<file path="config.mk">
export PLATFORM = sky130hd
export DESIGN_NAME = rf_wb_arbiter
export DESIGN_NICKNAME = d
export VERILOG_FILES = /design/src/rtl/rf_wb_arbiter.sv
export SDC_FILE = /design/constraint.sdc
export NUM_CORES = 1
export LEC_CHECK = 0
export ABC_AREA = 1
export CAP_MARGIN = 15
export CORE_AREA = 8 8 152 154
export DETAILED_ROUTE_END_ITERATION = 8
export DIE_AREA = 0 0 160 162
export GPL_TIMING_DRIVEN = 0
export PLACE_DENSITY_LB_ADDON = 0.15
export SYNTH_ARGS = -nofsm -noshare
export SYNTH_HDL_FRONTEND = slang
export SYNTH_SLANG_ARGS = --single-unit
</file>
<file path="constraint.sdc">
create_clock -name clk_i -period 3.1 [get_ports clk_i]
set_input_delay 0.93 -clock clk_i [delete_from_list [all_inputs] [get_ports clk_i]]
set_output_delay 0.93 -clock clk_i [all_outputs]
set_load 0.01 [all_outputs]
</file>
<file path="src/rtl/rf_wb_arbiter.sv">
// Register-file write-port arbiter: the in-order pipeline writeback competes with buffered
// long-latency results. A pending scoreboard tracks outstanding long-latency writes for the ID hazard stall.
module rf_wb_arbiter #(
  parameter int unsigned FIFO_DEPTH   = 2,
  parameter int unsigned STARVE_LIMIT = 4
) (
  input  logic        clk_i,
  input  logic        rst_ni,
  input  logic        pipe_valid_i,
  input  logic [4:0]  pipe_addr_i,
  input  logic [31:0] pipe_data_i,
  output logic        pipe_ready_o,
  input  logic        lsu_valid_i,
  input  logic [4:0]  lsu_addr_i,
  input  logic [31:0] lsu_data_i,
  output logic        lsu_ready_o,
  input  logic        issue_i,
  input  logic [4:0]  issue_addr_i,
  input  logic [4:0]  rs1_chk_i,
  input  logic [4:0]  rs2_chk_i,
  input  logic [4:0]  rd_chk_i,
  output logic        hazard_o,
  output logic [31:0] pending_o,
  output logic        rd_wren_o,
  output logic [4:0]  rd_addr_o,
  output logic [31:0] rd_data_o
);

  localparam int unsigned PTR_W = (FIFO_DEPTH > 1) ? $clog2(FIFO_DEPTH) : 1;
  localparam int unsigned CNT_W = $clog2(FIFO_DEPTH + 1);
  localparam int unsigned STV_W = $clog2(STARVE_LIMIT + 1);

  logic [4:0]       r_fifo_addr [FIFO_DEPTH];
  logic [31:0]      r_fifo_data [FIFO_DEPTH];
  logic [PTR_W-1:0] r_wr_ptr;
  logic [PTR_W-1:0] r_rd_ptr;
  logic [CNT_W-1:0] r_count;
  logic [CNT_W-1:0] w_count_nxt;
  logic [STV_W-1:0] r_starve;
  logic [STV_W-1:0] w_starve_nxt;
  logic [31:0]      r_pending;
  logic [31:0]      w_pending_nxt;
  logic             r_wren;
  logic [4:0]       r_wr_addr;
  logic [31:0]      r_wr_data;

  logic             w_nonempty;
  logic             w_full;
  logic             w_starved;
  logic             w_fifo_pri;
  logic             w_pipe_gnt;
  logic             w_enq;
  logic             w_gnt_any;
  logic [4:0]       w_head_addr;
  logic [31:0]      w_head_data;
  logic [4:0]       w_gnt_addr;
  logic [31:0]      w_gnt_data;

  // Status is decoded from registered state only, so a same-cycle dequeue never reopens a full FIFO.
  assign w_nonempty  = (r_count != '0);
  assign w_full      = (r_count == CNT_W'(FIFO_DEPTH));
  assign w_starved   = (r_starve == STV_W'(STARVE_LIMIT));
  assign w_head_addr = r_fifo_addr[r_rd_ptr];
  assign w_head_data = r_fifo_data[r_rd_ptr];

  assign w_fifo_pri  = w_nonempty & (w_starved | ~pipe_valid_i);
  assign w_pipe_gnt  = ~w_fifo_pri & pipe_valid_i;
  assign w_gnt_any   = w_fifo_pri | w_pipe_gnt;
  assign w_enq       = lsu_valid_i & ~w_full;

  assign lsu_ready_o  = ~w_full;
  assign pipe_ready_o = ~(w_nonempty & w_starved);

  // NOTE: every variable in an always_comb gets a default first; a path that skips an assignment would infer a latch.
  always_comb begin
    w_count_nxt = r_count;
    case ({w_enq, w_fifo_pri})
      2'b10:   w_count_nxt = r_count + CNT_W'(1);
      2'b01:   w_count_nxt = r_count - CNT_W'(1);
      default: w_count_nxt = r_count;
    endcase
  end

  always_comb begin
    w_starve_nxt = r_starve;
    if (!w_nonempty || w_fifo_pri) begin
      w_starve_nxt = '0;
    end else if (w_pipe_gnt && !w_starved) begin
      w_starve_nxt = r_starve + STV_W'(1);
    end
  end

  // Clear before set, so a re-issue in the clearing cycle leaves the bit pending.
  always_comb begin
    w_pending_nxt = r_pending;
    if (w_fifo_pri) begin
      w_pending_nxt[w_head_addr] = 1'b0;
    end
    if (issue_i) begin
      w_pending_nxt[issue_addr_i] = 1'b1;
    end
    w_pending_nxt[0] = 1'b0;
  end

  always_comb begin
    w_gnt_addr = pipe_addr_i;
    w_gnt_data = pipe_data_i;
    if (w_fifo_pri) begin
      w_gnt_addr = w_head_addr;
      w_gnt_data = w_head_data;
    end
  end

  // NOTE: state registers use non-blocking assignments so that every flop samples pre-edge values.
  always_ff @(posedge clk_i or negedge rst_ni) begin
    if (!rst_ni) begin
      r_wr_ptr  <= '0;
      r_rd_ptr  <= '0;
      r_count   <= '0;
      r_starve  <= '0;
      r_pending <= '0;
    end else begin
      if (w_enq) begin
        r_wr_ptr <= r_wr_ptr + PTR_W'(1);
      end
      if (w_fifo_pri) begin
        r_rd_ptr <= r_rd_ptr + PTR_W'(1);
      end
      r_count   <= w_count_nxt;
      r_starve  <= w_starve_nxt;
      r_pending <= w_pending_nxt;
    end
  end

  // NOTE: the FIFO storage has no reset; the count and pointers alone define which entries are valid.
  always_ff @(posedge clk_i) begin
    if (w_enq) begin
      r_fifo_addr[r_wr_ptr] <= lsu_addr_i;
      r_fifo_data[r_wr_ptr] <= lsu_data_i;
    end
  end

  // Writes to x0 consume their grant but never raise the write enable.
  always_ff @(posedge clk_i or negedge rst_ni) begin
    if (!rst_ni) begin
      r_wren    <= 1'b0;
      r_wr_addr <= '0;
      r_wr_data <= '0;
    end else begin
      r_wren <= w_gnt_any && (w_gnt_addr != 5'd0);
      if (w_gnt_any) begin
        r_wr_addr <= w_gnt_addr;
        r_wr_data <= w_gnt_data;
      end
    end
  end

  assign rd_wren_o = r_wren;
  assign rd_addr_o = r_wr_addr;
  assign rd_data_o = r_wr_data;
  assign pending_o = r_pending;
  assign hazard_o  = r_pending[rs1_chk_i] | r_pending[rs2_chk_i] | r_pending[rd_chk_i];

endmodule

</file>
# After elaboration in Yosys (flattened, before gate mapping)
# Memory sizes are Yosys's and may differ from the RTL's.
# Cells that the tools add are included.
dict set report op_classes {
  n_addsub 5
  n_lt_le_gt_ge 7
  eq_ne 4
  n_mux 19
  bitwise_logic 15
  reduce_logical 11
}
# op n
set ops {}
lappend ops {{$mux 32} 3}
lappend ops {{$and 32x32->32} 1}
lappend ops {{$not 32->32} 1}
lappend ops {{$or 32x32->32} 1}
lappend ops {{$lt 5x6->1 const B} 5}
lappend ops {{$bmux 1 s5} 3}
lappend ops {{$demux 1 s5} 2}
lappend ops {{$ge 5x1->1 const B} 2}
lappend ops {{$mux 1} 7}
lappend ops {{$mux 3} 2}
lappend ops {{$reduce_bool 2->1} 3}
lappend ops {{$mux 5} 1}
lappend ops {{$reduce_bool 5->1} 1}
lappend ops {{$and 1x1->1} 4}
lappend ops {{$eq 2x2->1 const B} 2}
lappend ops {{$logic_and 1x1->1} 4}
lappend ops {{$not 1->1} 4}
lappend ops {{$or 1x1->1} 4}
lappend ops {{$pmux 2 s2} 1}
lappend ops {{$add 3x1->3 const B} 1}
lappend ops {{$eq 3x3->1 const B} 1}
lappend ops {{$add 1x1->1 const B} 2}
lappend ops {{$add 2x1->2 const B} 1}
lappend ops {{$eq 2x1->1 const B} 1}
lappend ops {{other kinds (3)} 4}
dict set report word_totals {
  reg_bits 76
  ramBits 74
  output_inout_bits 73
  elab_cells 71
  memories 2
}
# name depth word_bits rd rd_clocked_by_memory_dff write_ports line
set mem_list {}
lappend mem_list {r_fifo_data 2 32 1 0 1 34} ;# logic [31:0] r_fifo_data [FIFO_DEPTH];
lappend mem_list {r_fifo_addr 2 5 1 0 1 33} ;# logic [4:0] r_fifo_addr [FIFO_DEPTH];

# Longest topological paths before layout
# An unclocked memory read counts as a cell.
dict set report logic_depth {
  word_depth 10
  depth_mapped 13
  depth_no_buf 12
}

# Worst setup path after synthesis
# Ideal clock, no wire load.
dict set report synth_timing {
  path_type {input to register}
  startpoint {input lsu_valid_i}
  endpoint {memory r_fifo_addr[1][0] (enable)}
  setup_time_ns 0.433
  arrival_time_ns 2.608
  setup_slack_ns 0.059
  path_stages 2
  cell_sequence {nand2_1 nor2_1}
}
dict set report synth_between {
  elab_chain_len 3
}
# item line
set synth_lines {}
lappend synth_lines {{start: declaration} 13} ;# input logic lsu_valid_i,
lappend synth_lines {{$and 1x1->1} 69} ;# assign w_enq = lsu_valid_i & ~w_full;
lappend synth_lines {{$mux 1} 137} ;# if (w_enq) begin
lappend synth_lines {{$mux 1 (implied by the code)} 138} ;# r_fifo_addr[r_wr_ptr] <= lsu_addr_i;
lappend synth_lines {{end: declaration} 33}
# Every way passes these cells.

# Worst setup path after layout
dict set report layout_timing {
  startpoint {input rd_chk_i[3]}
  endpoint {output hazard_o}
}
dict set report layout_between {
  elab_chain_len 3
}
# item line
set layout_lines {}
lappend layout_lines {{start: declaration} 21} ;# input logic [4:0] rd_chk_i,
lappend layout_lines {{$bmux 1 s5} 162} ;# assign hazard_o = r_pending[rs1_chk_i] | r_pending[rs2_chk_i] | r_pending[rd_chk_i];
lappend layout_lines {{$mux 1 (implied by the code)} 162}
lappend layout_lines {{$or 1x1->1} 162}
lappend layout_lines {{end: declaration} 22} ;# output logic hazard_o,
# Every way passes these cells. The select of a mux whose other input is x is not followed.

==> summary.txt <==
Routed Antenna Nets -> 0
Fillers -> 2022
FF-to-FF setup slack -> 0.86 ns
Clock Tree Buf Depth -> 2
Port Buf Inserts -> 164
Post-Synth XOR/XNOR Area -> 0.496%
Syn Inst Count -> 774
Final Power -> 9.25 mW
Clock Latency Late Sink -> 0.43 ns
CTS Buf Count -> 17
Die Area -> 25900 µm²
Clock Sinks -> 150
First-pass GRT wire length -> 34300 µm
M1 WL -> 9790 µm
GRT Overall Usage -> 16.9%
Initial DRC Count -> 349
Critical R2R Capture -> r_count[1]$_DFFE_PN0P_
Critical path startpoint category -> input pin
Max-cap viol count -> 0
Largest family of logic cells by synthesized area -> simple AND/OR/NAND/NOR gates
Fraction of synthesized area in multiplexers -> 0%
Fin crit period -> 3.01 ns
Final #Nets -> 1066
Mapped cell area -> 7070 µm²
Post-synth top area share -> 31.4%
Largest cells by area after synthesis -> edfxtp_1, dfrtp_1, nand2_1
Synth cell types -> 35
Pin count of the biggest net entering global routing -> 57
Initial antenna violation count -> 0
Die height -> 162 µm
Worst reg2reg startpoint -> r_starve[0]$_DFFE_PN0P_
Core footprint -> 20700 µm²
Syn nets -> 876
Area grow syn2layout -> 39.7%
Setup Viol. Count Final -> 0
Hpwl dp -> 16400 µm
Synth area leader -> edfxtp_1
Vias -> 6142
Worst Setup SP -> rd_chk_i[3]
Fin Setup TNS -> 0 ns
Max FO, Critical Path -> 3
Register area -> 4120 µm²
Hold buffers post-CTS -> 0
R2r worst-path depth -> 12
Clock Skews -> 0.00854 ns
F_max -> 0.332 GHz
DRC violations left -> 0
Post-Synth Simple-Gate Area -> 22.6%
Root buffer cell -> clkbuf_16
Layout cells sized above 1 -> 10.4%
WP data arrival -> 2.08 ns
Total gr overflow -> 0
Final Wtd Congestion -> 0.855
Crit end category -> output pin
Hold/Removal Path Class -> in2async
Met3 WL -> 1520 µm
Compound-Gate Fraction of Synth Area -> 12.1%
Synthesized flop and latch total -> 150
Post-Place Cells -> 1216
DR pass1 iterations -> 4
Ports -> 172
Status -> complete, no violations
Synth warn -> 0
Ant. Diodes -> 0
Die Wd -> 160 µm
H-tree levels -> 4
Slew Limit Fails -> 0
Worst-path clk slew -> 0.06 ns
Tcrit/Tclk final -> 97.1%
Crit path to -> hazard_o
Power per cell area -> 936 nW/µm²
Std-Cell Rows -> 53
Area of the multi-input gates -> 2570 µm²
CTS tree -> yes
Leakage Power -> 3.96 nW
Adder-cell share of the synthesized area -> 0.531%
Worst relative slew slack -> 63.1%
Synthesized area per cell -> 9.13 µm²
Top Metal Used -> met4
Measured slew at the worst slew-check pin -> 0.553 ns
Met2 wire length -> 10700 µm
Crit Path Category -> in2out
Drt total wl -> 22200 µm
WL/cell -> 17.8 µm
Number of global-route vias before repair -> 6022
Sequential share of the synthesized area -> 58.3%
Final hold vios -> 0
Post-route design area -> 9880 µm²
Vias/cell -> 4.91
Critical Path RT -> 2.17 ns
Initial Util -> 34.2%
RSZ-0062 raised after global routing -> no
Non-Filler Instances -> 1252
DP Area -> 9130 µm²
Peak VDD IR -> 469 µV
==> where the power goes <==
group	leakage [nW]	total (mW)	switching, mW	internal (mW)
clock	0.292	2.17	0.886	1.29
sequential	1.58	3.43	0.583	2.85
combinational	2.09	3.65	2.00	1.65
total	3.96	9.25	3.46	5.78
==> how the worst min path moves through the flow <==
stage	slack, ns	end	start	depth (start not counted)
after global routing	0.40	pending_o[22]$_DFF_PN0_	rst_ni	1
after global placement	0.46	rd_data_o[22]$_DFFE_PN0P_	rd_data_o[22]$_DFFE_PN0P_	2
after floorplan	0.44	r_starve[0]$_DFFE_PN0P_	r_starve[0]$_DFFE_PN0P_	1
after detailed placement	0.46	rd_data_o[9]$_DFFE_PN0P_	rd_data_o[9]$_DFFE_PN0P_	2
after CTS	0.39	pending_o[22]$_DFF_PN0_	rst_ni	1
final	0.39	pending_o[22]$_DFF_PN0_	rst_ni	1
==> cell type report <==
cell class	count	area share [%]
tap	275	3.48
sequential	150	41.8
clock inverter	15	1.91
inverter	52	2.23
timing repair buffer	171	17.5
multi-input combinational	535	26.0
clock buffer	17	4.31
buffer	37	2.80
==> metal layers <==
layer	vias to the layer above	GRT usage, %
li1	3006	-
met1	2934	21.5
met2	179	27.5
met3	23	5.21
met4	0	4.76
met5	-	0
==> logic make-up after synthesis <==
group / after synthesis
compound gates: 153
xor+xnor: 4
fa+ha+maj: 3
buf+inv: 89
flops: 150
other cells: 1
simple gates: 374
==> placed cells by master, fill, tap and decap left out, types with 7 or more instances in the layout <==
master,n
nand2_1,184
buf_6,7
clkdlybuf4s50_1,159
o21ai_1,32
nor2_1,76
buf_4,11
dfrtp_1,76
nand3_1,90
o21ai_0,89
clkbuf_1,7
o211ai_1,25
edfxtp_1,74
clkbuf_16,17
inv_1,39
inv_6,8
==> critical path: stages <==
cell and delay [ns]:
clkdlybuf4s50_1 0.54, inv_1 0.07, nand3_1 0.08, nand3b_1 0.07, nand2_1 0.08, nand3_1 0.07
clkdlybuf4s15_2 0.23
==> sequential cells by signal, summed over array words and instances, names as in the netlist <==
signal / count
rd_data_o: 32
r_wr_ptr: 1
rd_wren_o: 1
r_rd_ptr: 1
r_count: 2
r_starve: 3
pending_o: 31
rd_addr_o: 5
r_fifo_addr: 10
r_fifo_data: 64
==> stage by stage <==
| stage | setup slack (ns) | utilization [%] | hold slack (ns) |
|---|---|---|---|
| detailed placement | -0.775 | 44.1 | 0.465 |
| global route | 0.000931 | 47.7 | 0.404 |
| finish | 0.0903 | 47.7 | 0.393 |
| global placement | -2.02 | 43.8 | 0.464 |
| CTS | 0.00120 | 47.3 | 0.389 |
| floorplan | 0.0592 | - | 0.443 |
==> synth_stat cells, drive strengths merged <==
cell type / count
a21oi: 2
a31oi: 1
buf: 24
clkbuf: 13
clkinv: 1
conb: 1
dfrtp: 76
edfxtp: 74
ha: 3
inv: 51
nand2: 190
nand3: 96
nand3b: 1
nor2: 80
nor3: 2
nor3b: 1
o211ai: 25
o21ai: 125
or2: 4
xnor2: 3
xor2: 1
==> timing repair <==
item,4_1_cts,5_1_grt
cloned,1,0
resized for setup,22,30
setup endpoints to repair,1,1
buffers inserted,0,3
(Power assumes the default switching activity.)
